`config.mk`:
```
export PLATFORM = sky130hd
export DESIGN_NAME = sobel_window_gen
export DESIGN_NICKNAME = d
export VERILOG_FILES = /design/src/rtl/sobel_window_gen.sv
export SDC_FILE = /design/constraint.sdc
export NUM_CORES = 1
export LEC_CHECK = 0
export CORE_UTILIZATION = 40
export CTS_CLUSTER_SIZE = 8
export DETAILED_ROUTE_END_ITERATION = 7
export SLEW_MARGIN = 20
export SYNTH_ARGS = -nofsm -noshare
export SYNTH_HDL_FRONTEND = slang
export SYNTH_SLANG_ARGS = --single-unit
```
`constraint.sdc`:
```
create_clock -name clk -period 15.6 [get_ports clk]
set_input_delay 4.68 -clock clk [delete_from_list [all_inputs] [get_ports clk]]
set_output_delay 4.68 -clock clk [all_outputs]
set_load 0.005 [all_outputs]
```
`src/rtl/sobel_window_gen.sv`:
```
// Raster-scan pixel stream to 3x3 neighbourhood generator for the Sobel stage.
// Two line buffers hold the previous two rows; a 3x3 shift window emits one window per interior pixel.
module sobel_window_gen #(
  parameter int IMG_W = 64,
  parameter int IMG_H = 64,
  parameter int PIX_W = 8
) (
  input  logic             clk,
  input  logic             rst,
  input  logic             sof,
  input  logic             pix_valid,
  input  logic [PIX_W-1:0] pix_in,
  output logic [PIX_W-1:0] el1,
  output logic [PIX_W-1:0] el2,
  output logic [PIX_W-1:0] el3,
  output logic [PIX_W-1:0] el4,
  output logic [PIX_W-1:0] el5,
  output logic [PIX_W-1:0] el6,
  output logic [PIX_W-1:0] el7,
  output logic [PIX_W-1:0] el8,
  output logic [PIX_W-1:0] el9,
  output logic             flag,
  output logic             frame_done,
  output logic             busy
);

  localparam int COL_W = $clog2(IMG_W);
  localparam int ROW_W = $clog2(IMG_H);
  localparam logic [COL_W-1:0] COL_LAST = COL_W'(IMG_W - 1);
  localparam logic [ROW_W-1:0] ROW_LAST = ROW_W'(IMG_H - 1);

  typedef enum logic [1:0] {IDLE, FILL, STREAM} state_t;

  state_t           state, state_nxt;
  logic [COL_W-1:0] col, eff_col;
  logic [ROW_W-1:0] row, eff_row;
  logic             accept, emit, last_col, last_row;
  logic [PIX_W-1:0] top, mid;

  logic [PIX_W-1:0] lb0 [IMG_W];
  logic [PIX_W-1:0] lb1 [IMG_W];

  // Window columns, index 0 = leftmost (c-2), index 2 = rightmost (c).
  logic [PIX_W-1:0] win_top [3];
  logic [PIX_W-1:0] win_mid [3];
  logic [PIX_W-1:0] win_bot [3];
  logic [PIX_W-1:0] nxt_top [3];
  logic [PIX_W-1:0] nxt_mid [3];
  logic [PIX_W-1:0] nxt_bot [3];

  // A valid sof restarts the frame: that pixel is (0,0) whatever the counters say.
  assign accept   = pix_valid && (sof || state != IDLE);
  assign eff_col  = sof ? '0 : col;
  assign eff_row  = sof ? '0 : row;
  assign last_col = (eff_col == COL_LAST);
  assign last_row = (eff_row == ROW_LAST);
  assign emit     = accept && (eff_row >= ROW_W'(2)) && (eff_col >= COL_W'(2));
  assign top      = lb1[eff_col];
  assign mid      = lb0[eff_col];

  // ---------------- FSM: state register ----------------
  always_ff @(posedge clk or posedge rst) begin
    // NOTE: sequential state uses non-blocking (<=) so every flop samples pre-edge values.
    if (rst) state <= IDLE;
    else     state <= state_nxt;
  end

  // ---------------- FSM: next-state logic ----------------
  always_comb begin
    // NOTE: default assignment first, so no path through this block infers a latch.
    state_nxt = state;
    if (accept) begin
      if (sof) begin
        state_nxt = FILL;
      end else begin
        unique case (state)
          FILL:    if (eff_row == ROW_W'(1) && last_col) state_nxt = STREAM;
          STREAM:  if (last_row && last_col)             state_nxt = IDLE;
          default: state_nxt = state;
        endcase
      end
    end
  end

  // ---------------- FSM: outputs ----------------
  always_comb begin
    busy = (state != IDLE);
  end

  // ---------------- Next window: shift left, insert {top, mid, p} ----------------
  always_comb begin
    for (int k = 0; k < 2; k++) begin
      nxt_top[k] = (eff_col == '0) ? '0 : win_top[k+1];
      nxt_mid[k] = (eff_col == '0) ? '0 : win_mid[k+1];
      nxt_bot[k] = (eff_col == '0) ? '0 : win_bot[k+1];
    end
    nxt_top[2] = top;
    nxt_mid[2] = mid;
    nxt_bot[2] = pix_in;
  end

  // ---------------- Line buffers ----------------
  // NOTE: line-buffer RAM is deliberately not reset; rows 0 and 1 of every frame rewrite it before any flagged read.
  always_ff @(posedge clk) begin
    if (accept) begin
      lb1[eff_col] <= lb0[eff_col];
      lb0[eff_col] <= pix_in;
    end
  end

  // ---------------- Counters, window, outputs ----------------
  always_ff @(posedge clk or posedge rst) begin
    if (rst) begin
      row        <= '0;
      col        <= '0;
      flag       <= 1'b0;
      frame_done <= 1'b0;
      for (int k = 0; k < 3; k++) begin
        win_top[k] <= '0;
        win_mid[k] <= '0;
        win_bot[k] <= '0;
      end
      {el1, el2, el3, el4, el5, el6, el7, el8, el9} <= '0;
    end else begin
      flag       <= emit;
      frame_done <= accept && !sof && (state == STREAM) && last_row && last_col;
      if (accept) begin
        if (last_col) begin
          col <= '0;
          row <= last_row ? '0 : eff_row + ROW_W'(1);
        end else begin
          col <= eff_col + COL_W'(1);
          row <= eff_row;
        end
        for (int k = 0; k < 3; k++) begin
          win_top[k] <= nxt_top[k];
          win_mid[k] <= nxt_mid[k];
          win_bot[k] <= nxt_bot[k];
        end
      end
      // Outputs only move when a window is presented; otherwise they hold.
      if (emit) begin
        {el1, el2, el3} <= {nxt_top[0], nxt_top[1], nxt_top[2]};
        {el4, el5, el6} <= {nxt_mid[0], nxt_mid[1], nxt_mid[2]};
        {el7, el8, el9} <= {nxt_bot[0], nxt_bot[1], nxt_bot[2]};
      end
    end
  end

endmodule

```
==> results.md <==
Outcome
• outcome: finished with violations
• violated checks: design-rule violations

Final layout
• proportion of layout cells with a drive suffix above 1: 14.4%
• Filler Cells Inserted: 9598
• commonest non-fill, non-tap cell in the layout: edfxtp_1
• Nets: 3108
• leading cell types in the layout, fill and taps excluded: edfxtp_1, nand2_1, mux2i_1
• Area Growth Syn to Fin: 17.1%

Detailed routing
• number of violations reported at the end of detailed-routing iteration 0: 5037
• post-DR vias/cell: 6.48
• iteration count of the initial detailed-routing pass: 8
• overall routed net length: 170000 um
• number of routed nets with antenna violations: 0
• overall via count from detail_route: 30100
• post-route DRC violation count: 20
• routed length per instance: 36.5 um

Synth
• part of the Yosys area used for sequential elements: 75.5%
• number of flops mapped to enable cells by yosys: 1024
• count of state elements after synthesis: 1160
• fraction of registers with async set/reset: 11.7%
• warning count from the yosys run: 0
• cell area after synthesis: 45300 sq um
• number of distinct library cells after synthesis: 78
• Cells after Synth: 2875
• post-synthesis net count: 2892
• Mean Syn Cell Area: 15.7 sq um
• most common flop cell mapped by yosys: edfxtp_1

Power
• peak supply drop: 101 uV
• Static Leakage: 0.0177 uW
• power density of the placed cells: 152 nW/um^2

Timing
• Total Neg Setup Slack: 0 ns
• final critical-path required period: 9.01 ns
• slew at the pin closest to its max-slew limit: 1.34 ns
• f_max: 111 MHz
• skew final: 0.0479 ns
• max-slew violations: 0
• number of failing hold endpoints at the final stage: 0
• hold slack final: 0.459 ns
• portion of the clock cycle consumed by the worst path in the final layout: 57.7%
• unrepaired setup endpoints after global routing: no
• relative max-transition margin: 9.88%
• Final Setup Violations: 0

Flow run
• Max Cap Viol: 0

Critical path
• crit-path max cell delay: 0.80 ns
• Critical Path Source Type: input pin
• arrival time of data at the critical path endpoint: 9.71 ns
• Req. time, crit path: 16.30 ns
• CP max FO: 48
• kind of critical path: in2reg
• Slowest-stage cell, CP: o32a_2
• Critical Path End Type: flop
• ordered list of cells on the worst path: buf_4 > buf_4 > clkinv_1 > o21ai_4 > buf_4 > a2111oi_0 > nor4_1 > o32a_2 > buf_4 > mux2_2
• most frequent CP cell: buf_4

Global route
• GR Util All Layers: 29.3%
• initial antenna violation count: 10
• via count of the first global-routing pass: 29100
• GR Overflow Total: 0
• pin count of the biggest net entering global routing: 87
• wire length of the first global-routing pass: 234000 um

Floorplan
• Boundary Pins: 87
• die footprint: 114000 sq um
• FP Rows: 123
• placeable core region: 112000 sq um
• starting utilization of the core area: 40.3%
• Die Width: 338 um
• overall die height: 338 um

Clock network
• TritonCTS clock tree: built
• maximum level of the CTS H-tree: 4
• buffer depth of the longest clock path: 3
• CTS sink cnt: 1160
• Clk pin slew, worst setup/hold paths: 0.05 ns
• insertion delay of the later-clocked pin in the worst-skew pair: 0.79 ns
• buffers inserted during post-CTS setup optimization: 0
• number of buffers created by CTS: 163
• CTS-repair resized insts: 0
• cts-stage hold buffer count: 0
• library cell used as clock root buffer: clkbuf_16

Placed design
• dpl hpwl: 101000 um
• Final Wtd Congestion: 1.04
• number of buffers inserted by port buffering: 86

Hold path
• class of the most critical hold timing path: reg2reg

-- flip-flops by register name, summed over array words and instances, names as in the netlist, 2 cells and up --
signal and flops:
row 6, lb0 512, el8 8, win_mid 16, lb1 512, el7 8
el3 8, el2 8, col 6, state 2, el1 8, win_bot 16
el5 8, win_top 16, el9 8, el4 8, el6 8
-- area by class of cell --
type                       instances  area [sq um]  area share [%]
sequential                      1160         34200            64.5
clock buffer                     205          4240            8.00
antenna                            1          2.50         0.00472
clock inverter                    18           357           0.673
tap                             1500          1880            3.54
inverter                          14          61.3           0.116
timing repair buffer             247          2060            3.90
multi-input combinational       1505         10200            19.3
-- cells in the mapped netlist (46+ instances only) --
| library cell | number | area share, % |
|---|---|---|
| nand2_1 | 252 | 2.1 |
| mux2i_1 | 179 | 4.0 |
| edfxtp_1 | 1024 | 68 |
| a21oi_1 | 74 | 0.82 |
| o21ai_0 | 134 | 1.5 |
| nand3_1 | 46 | 0.51 |
| o22ai_1 | 87 | 1.2 |
| clkbuf_1 | 85 | 0.71 |
| nor2_1 | 155 | 1.3 |
| buf_2 | 59 | 0.65 |
| a22oi_1 | 130 | 2.2 |
| dfrtp_1 | 136 | 7.5 |
-- power by group --
group	switching [uW]	total [uW]	internal, uW
clock	1320	3220	1900
sequential	53.8	3610	3560
combinational	922	1210	290
total	2300	8040	5750
-- metrics by stage --
stage	worst slack [ns]	power, uW	std cells	area [sq um]	util (%)
after floorplan	7.28	4230	2875	45300	-
after global placement	6.04	4810	4426	48400	43.0
after detailed placement	6.21	4820	4426	48400	43.1
after CTS	6.99	8010	4649	53000	47.1
after global routing	6.68	8200	4650	53000	47.2
final	6.59	8040	4650	53000	47.2
-- critical path: cells and delay by family --
family / cells / cell delay, ns
buffers and inverters: 5 / 2.60
AOI/OAI and AO/OA: 3 / 1.29
and+or+nand+nor: 1 / 0.78
muxes: 1 / 0.24
-- logic make-up (layout without fill, tap and decap cells) --
| family | Yosys count | after routing | synth area share [%] |
|---|---|---|---|
| simple gates | 560 | 560 | 5.52 |
| compound gates | 711 | 711 | 11.1 |
| buf+inv | 210 | 484 | 2.29 |
| other cells | 0 | 1 | 0 |
| fa+ha+maj | 5 | 5 | 0.138 |
| flops | 1160 | 1160 | 75.5 |
| mux | 227 | 227 | 5.43 |
| xor+xnor | 2 | 2 | 0.0387 |
-- final timing paths --
path | depth (start not counted) | start | end | slack [ns]
max | 10 | sof | el6[7]$_DFFE_PP0P_ | 6.59
max in group asynchronous | 3 | rst | col[0]$_DFFE_PP0P_ | 9.63
min reg2reg | 2 | el1[0]$_DFFE_PP0P_ | el1[0]$_DFFE_PP0P_ | 0.46
min | 2 | el1[0]$_DFFE_PP0P_ | el1[0]$_DFFE_PP0P_ | 0.46
max reg2reg | 10 | col[0]$_DFFE_PP0P_ | lb1[29][2]$_DFFE_PP_ | 9.70
min in group asynchronous | 2 | rst | win_mid[0]$_DFFE_PP0P_ | 4.41
-- per-layer routing --
layer / track usage (%) / share of wire [%] / vias up
li1: - / - / 11800
met1: 38.4 / 37 / 15200
met2: 42.5 / 43 / 2473
met3: 9.98 / 14 / 593
met4: 16.4 / 6.3 / 12
met5: 0.458 / 0.081 / -
Note: power is estimated with default switching activity, not from simulation.
